File: src/rtl/ram_burst_initiator.sv
// ram_burst_initiator
//
// Drives the data port of the byte-addressed dual-port RAM model with 32-bit
// word bursts. It can do pattern fills, incrementing-pattern writes, and
// read-back checks that also produce a checksum. The block takes one command
// at a time over a valid/ready handshake and issues one access per cycle.
// Read data from the RAM is registered, so it is consumed one cycle after
// each read access.
//
// Optional feature macro: RAM_BURST_INITIATOR_ABORT_EN
//   When this macro is defined, the block gets an abort_i port.
//   - abort_i in WRITE ends the burst after the current access.
//   - abort_i in READ stops issuing reads, then drains the one outstanding
//     read before finishing.
//
// Ports
//   clk_i, rst_ni      clock (rising edge) and asynchronous active-low reset
//   cmd_valid_i/ready  command handshake; ready is high only in IDLE
//   cmd_op_i           00 WFILL, 01 WINCR, 10 RFILL, 11 RINCR
//   cmd_addr_i         start byte address (bits [1:0] ignored)
//   cmd_len_i          burst length in words (0 allowed)
//   cmd_pattern_i      fill value / increment base
//   mem_*              RAM data-port access signals; mem_rdata_i is one cycle late
//   busy_o, done_o     activity flag and one-cycle completion pulse
//   err_o, err_addr_o, err_count_o, sum_o  results of the last check command

module ram_burst_initiator #(
  parameter int ADDR_WIDTH = 22,
  parameter int CNT_WIDTH  = 16
) (
  input  logic                  clk_i,
  input  logic                  rst_ni,
  input  logic                  cmd_valid_i,
  output logic                  cmd_ready_o,
  input  logic [1:0]            cmd_op_i,
  input  logic [ADDR_WIDTH-1:0] cmd_addr_i,
  input  logic [CNT_WIDTH-1:0]  cmd_len_i,
  input  logic [31:0]           cmd_pattern_i,
`ifdef RAM_BURST_INITIATOR_ABORT_EN
  input  logic                  abort_i,
`endif
  output logic                  mem_en_o,
  output logic [ADDR_WIDTH-1:0] mem_addr_o,
  output logic [31:0]           mem_wdata_o,
  output logic                  mem_we_o,
  output logic [3:0]            mem_be_o,
  input  logic [31:0]           mem_rdata_i,
  output logic                  busy_o,
  output logic                  done_o,
  output logic                  err_o,
  output logic [ADDR_WIDTH-1:0] err_addr_o,
  output logic [CNT_WIDTH-1:0]  err_count_o,
  output logic [31:0]           sum_o
);

  typedef enum logic [2:0] {IDLE, WRITE, READ, DRAIN, DONE} state_e;

  localparam logic [ADDR_WIDTH-1:0] ADDR_STEP  = ADDR_WIDTH'(4);
  localparam logic [ADDR_WIDTH-1:0] ALIGN_MASK = ~ADDR_WIDTH'(3);
  localparam logic [CNT_WIDTH-1:0]  CNT_ONE    = CNT_WIDTH'(1);

  state_e                state_q;
  logic                  op_incr_q;
  logic [CNT_WIDTH-1:0]  remain_q;     // words still to issue after the current one
  logic [31:0]           cur_word_q;   // expected/written word for the current access
  logic                  rd_pend_q;    // a read was issued last cycle; its data is on mem_rdata_i
  logic [31:0]           pend_exp_q;
  logic [ADDR_WIDTH-1:0] pend_addr_q;
  logic                  abort_req;
  logic                  last_issue;
  logic [31:0]           next_word;

`ifdef RAM_BURST_INITIATOR_ABORT_EN
  assign abort_req = abort_i;
`else
  assign abort_req = 1'b0;
`endif

  assign last_issue = (remain_q == '0) || abort_req;
  assign next_word  = op_incr_q ? cur_word_q + 32'd1 : cur_word_q;

  // Single control FSM. Read data is retired one cycle after its access, so
  // the retire logic runs ahead of the state case; this lets the DRAIN cycle
  // account for the final read.
  always_ff @(posedge clk_i or negedge rst_ni) begin
    if (!rst_ni) begin
      state_q     <= IDLE;
      op_incr_q   <= 1'b0;
      remain_q    <= '0;
      cur_word_q  <= '0;
      rd_pend_q   <= 1'b0;
      pend_exp_q  <= '0;
      pend_addr_q <= '0;
      cmd_ready_o <= 1'b1;
      mem_en_o    <= 1'b0;
      mem_addr_o  <= '0;
      mem_wdata_o <= '0;
      mem_we_o    <= 1'b0;
      mem_be_o    <= 4'h0;
      busy_o      <= 1'b0;
      done_o      <= 1'b0;
      err_o       <= 1'b0;
      err_addr_o  <= '0;
      err_count_o <= '0;
      sum_o       <= '0;
    end else begin
      done_o    <= 1'b0;
      rd_pend_q <= 1'b0;

      if (rd_pend_q) begin
        sum_o <= sum_o + mem_rdata_i;
        if (mem_rdata_i != pend_exp_q) begin
          err_o <= 1'b1;
          if (!err_o) begin
            err_addr_o <= pend_addr_q;
          end
          if (err_count_o != '1) begin
            err_count_o <= err_count_o + CNT_ONE;
          end
        end
      end

      case (state_q)
        IDLE: begin
          if (cmd_valid_i && cmd_ready_o) begin
            cmd_ready_o <= 1'b0;
            busy_o      <= 1'b1;
            op_incr_q   <= cmd_op_i[0];
            cur_word_q  <= cmd_pattern_i;
            remain_q    <= cmd_len_i - CNT_ONE;
            mem_addr_o  <= cmd_addr_i & ALIGN_MASK;
            err_o       <= 1'b0;
            err_addr_o  <= '0;
            err_count_o <= '0;
            sum_o       <= '0;
            if (cmd_len_i == '0) begin
              state_q <= DONE;
              done_o  <= 1'b1;
            end else if (cmd_op_i[1]) begin
              state_q  <= READ;
              mem_en_o <= 1'b1;
              mem_we_o <= 1'b0;
              mem_be_o <= 4'h0;
            end else begin
              state_q     <= WRITE;
              mem_en_o    <= 1'b1;
              mem_we_o    <= 1'b1;
              mem_be_o    <= 4'hF;
              mem_wdata_o <= cmd_pattern_i;
            end
          end
        end

        WRITE: begin
          if (last_issue) begin
            state_q     <= DONE;
            done_o      <= 1'b1;
            mem_en_o    <= 1'b0;
            mem_we_o    <= 1'b0;
            mem_be_o    <= 4'h0;
            mem_wdata_o <= '0;
          end else begin
            remain_q    <= remain_q - CNT_ONE;
            mem_addr_o  <= mem_addr_o + ADDR_STEP;
            cur_word_q  <= next_word;
            mem_wdata_o <= next_word;
          end
        end

        READ: begin
          rd_pend_q   <= 1'b1;
          pend_exp_q  <= cur_word_q;
          pend_addr_q <= mem_addr_o;
          if (last_issue) begin
            state_q  <= DRAIN;
            mem_en_o <= 1'b0;
          end else begin
            remain_q   <= remain_q - CNT_ONE;
            mem_addr_o <= mem_addr_o + ADDR_STEP;
            cur_word_q <= next_word;
          end
        end

        DRAIN: begin
          state_q <= DONE;
          done_o  <= 1'b1;
        end

        DONE: begin
          state_q     <= IDLE;
          busy_o      <= 1'b0;
          cmd_ready_o <= 1'b1;
        end

        default: begin
          state_q <= IDLE;
        end
      endcase
    end
  end

endmodule

File: config.mk
export PLATFORM = sky130hd
export DESIGN_NAME = ram_burst_initiator
export DESIGN_NICKNAME = d
export VERILOG_FILES = /design/src/rtl/ram_burst_initiator.sv
export SDC_FILE = /design/constraint.sdc
export NUM_CORES = 1
export LEC_CHECK = 0
export CAP_MARGIN = 5
export CORE_MARGIN = 2
export CORE_UTILIZATION = 25
export DETAILED_ROUTE_END_ITERATION = 8
export HOLD_SLACK_MARGIN = 0.12
export SETUP_SLACK_MARGIN = 0.15
export SLEW_MARGIN = 20
export SYNTH_ARGS = -nofsm -noshare
export SYNTH_HDL_FRONTEND = slang
export SYNTH_SLANG_ARGS = --single-unit
File: constraint.sdc
create_clock -name clk_i -period 3.2 [get_ports clk_i]
set_input_delay 0.32 -clock clk_i [delete_from_list [all_inputs] [get_ports clk_i]]
set_output_delay 0.32 -clock clk_i [all_outputs]
set_load 0.03 [all_outputs]
==> reports/results.ini <==
[route]
drtIter0Drc = 731
finalWirelength_um = 43400
ant_nets = 0
viasPerCell = 4.89
via_count = 11800
drc = 0
firstDrtPassIters = 5
routedWlPerCell_um = 18.0

[cells_and_area]
nFillCells = 5511
nets = 1838
final_layout_size_suffix_gt1_frac = 0.126
register_area_sq_um = 5830
fin_cells = 2418
utilization = 0.334
synthToLayoutAreaGrowth_pct = 32.7
multi_input_area_sq_um = 7230

[worst_setup_path]
reg2reg_to = sum_o[26]
critPathKind = reg2reg
critPathArrivalTime_ns = 3.32
crit_fanout = 3
crit_required_ns = 3.67
r2r_cells = 11
setup.worst_path.end_class = register
r2r_start = sum_o[0]
critPathLaunchType = register
ff2ff_setup_slack_ns = 0.35

[global_routing]
grt_max_degree = 98
antenna_found_initial = 9
grt_pass1_vias = 11500
track_usage = 0.152
grt_pass1_wl_um = 67400
grt_overflow = 0

[floorplanning]
initial_core_util = 0.252
fp-row-count = 85
core_area_sq_um = 53600
dieWidth_um = 237
die_h_um = 237
die-area_sq_um = 55900
num_io_pins = 241

[timing]
finalCriticalPeriod_ns = 2.85
fin_skew_ns = 0.0283
period_share = 0.892
worst_pin_slew_ns = 0.825
setup_viol = 0
rsz0062_at_grt = yes
relSlewSlack = 0.449
finalMaxSlewViolations = 0
hold_viol = 0
fmax_ghz = 0.350

[place]
hpwlAfterDp_um = 32000
place.gp.congestion = 0.868
portBuffers = 236
placedCellCount = 2357

[synth]
syn_avg_cell_area_sq_um = 9.28
synth_cell_types = 78
synth-edff-count = 0
ys_async_sr_fraction = 1.00
synth.area.top_cells = dfrtp_1 43%, mux2_2 4.8%, a21oi_1 4.8%
ys_seq_area_frac = 0.431
synth_area_sq_um = 13500
ys_ff_latch = 233
synth_top_area_share = 0.430
ys.flop_type = dfrtp_1
syn_inst = 1457
synth_top_area_cell = dfrtp_1
yosysWarningCount = 0

[clocking]
clockBufferDepth = 3
cts_root_buf = clkbuf_16
cts_sinks = 233
cts_tree = built
clock_latency_ns = 0.59
cts_buffers = 30
htree_levels = 1
path_clk_slew_ns = 0.06

[power_and_ir_drop]
p_comb_frac = 0.467
p_sw_w = 0.00734
leakage_nw = 7.41
internal_power_w = 0.00985
seqPwrFrac = 0.325
power_density_nw_per_um2 = 959
clock_power_share = 0.208
ir_drop_v = 0.000481
swShare = 0.427

[worst_hold_path]
hold_class = in2reg
hold_end = mem_addr_o[3]
whs_path_depth = 3
holdCritStartpoint = cmd_addr_i[3]

[outcome]
status = completed

[run]
max-cap-violations = 0

## logic make-up after synthesis
| logic type | Yosys count | share of synthesized area |
|---|---|---|
| AND/OR/NAND/NOR | 486 | 0.169 |
| buffers and inverters | 106 | 0.0392 |
| flip-flops | 233 | 0.431 |
| AO/OA/AOI/OAI | 383 | 0.172 |
| XOR/XNOR | 103 | 0.0679 |
| adder cells (fa/ha/maj) | 36 | 0.0339 |
| multiplexers | 109 | 0.0862 |
| other | 1 | 0.000277 |
## final cells by class
type / instances / area share
antenna: 3 / 0.000419
clock buffer: 39 / 0.0471
clock inverter: 17 / 0.0119
inverter: 16 / 0.00335
multi-input combinational: 1119 / 0.403
sequential: 233 / 0.325
tap: 696 / 0.0486
timing repair buffer: 295 / 0.160
## worst max path at each step
| stage | startpoint | end | slack (ns) | depth (start not counted) |
|---|---|---|---|---|
| after floorplan | state_q[0] | remain_q[12] | 0.21 | 14 |
| final | sum_o[0] | sum_o[26] | 0.35 | 11 |
| after CTS | sum_o[0] | sum_o[26] | 0.18 | 11 |
| after global routing | sum_o[0] | sum_o[26] | 0.15 | 11 |
| after detailed placement | mem_rdata_i[0] | sum_o[26] | -0.28 | 12 |
| after global placement | mem_rdata_i[0] | sum_o[26] | -0.29 | 12 |
## what timing repair did
action | CTS | global route
buffers inserted | 0 | 1
setup endpoints to repair | 2 | 9
cloned | 0 | 0
pin swaps | 0 | 2
hold buffers | 1 | 0
gates resized for setup | 1 | 5
endpoints found under the hold margin | 93 | 0
## metrics by stage
| step | power (W) | area, sq um | hold WS (ns) | setup TNS, ns | setup slack (ns) |
|---|---|---|---|---|---|
| 6_report | 0.0172 | 17900 | 0.305 | 0 | 0.347 |
| 5_1_grt | 0.0184 | 17900 | 0.325 | 0 | 0.148 |
| 4_1_cts | 0.0173 | 17900 | 0.274 | 0 | 0.177 |
| 3_5_place_dp | 0.0136 | 16800 | 0.432 | -1.56 | -0.283 |
| 3_3_place_gp | 0.0135 | 16800 | 0.430 | -1.32 | -0.287 |
| 2_1_floorplan | 0.0106 | 13500 | 0.0244 | 0 | 0.206 |
## layout by cell type, fill, tap and decap left out, drive strengths merged, types with 30 or more instances in the layout
cell	synthesis	layout
dfrtp	232	232
nand3	41	41
clkdlybuf4s50	0	235
a21oi	132	132
xnor2	35	35
mux2i	50	50
mux2	59	59
nor3	30	30
buf	42	59
ha	35	35
o21ai	109	109
xor2	68	68
nand2	144	144
clkbuf	48	39
nor2	166	166
## layer usage
| metal | vias up | GRT usage | share of wire |
|---|---|---|---|
| li1 | 5682 | - | - |
| met1 | 5733 | 0.192 | 0.42 |
| met2 | 325 | 0.244 | 0.45 |
| met3 | 77 | 0.0544 | 0.089 |
| met4 | 12 | 0.0435 | 0.032 |
| met5 | - | 0 | 0.0019 |
## power by group through the flow
stage,logic [W],registers (W),clock network (W)
2_1_floorplan,0.00413,0.00643,0
3_3_place_gp,0.00789,0.00559,0
3_5_place_dp,0.00798,0.00564,0
4_1_cts,0.00803,0.00560,0.00369
5_1_grt,0.00877,0.00581,0.00380
6_report,0.00803,0.00560,0.00357
## state kept, by name (all words and copies together), names as in the netlist, 3 cells and up
name and count:
cur_word_q 32, err_addr_o 22, err_count_o 16, mem_addr_o 20, mem_wdata_o 32, pend_addr_q 20, pend_exp_q 32, remain_q 16
state_q 3, sum_o 32
## Yosys cell counts (all sizes together) (26+ instances only)
library cell  number
xor2              68
nand3             41
a21oi            132
nor2             166
xnor2             35
mux2              59
o21ai            109
dfrtp            232
clkbuf            48
ha                35
nor3              30
nand2            144
mux2i             50
buf               42
a22oi             27
nand4             26
## critical path, stage by stage, from the launching register on
cell and delay (ns):
dfrtp_1 0.40, ha_1 0.22, fa_1 0.44, a211oi_2 0.25, o21bai_1 0.15, a211oi_2 0.27
a21oi_2 0.14, o21ai_2 0.21, and2_1 0.19, nor2_1 0.07, nand2_1 0.05, or3b_1 0.34
(Power assumes the default switching activity.)
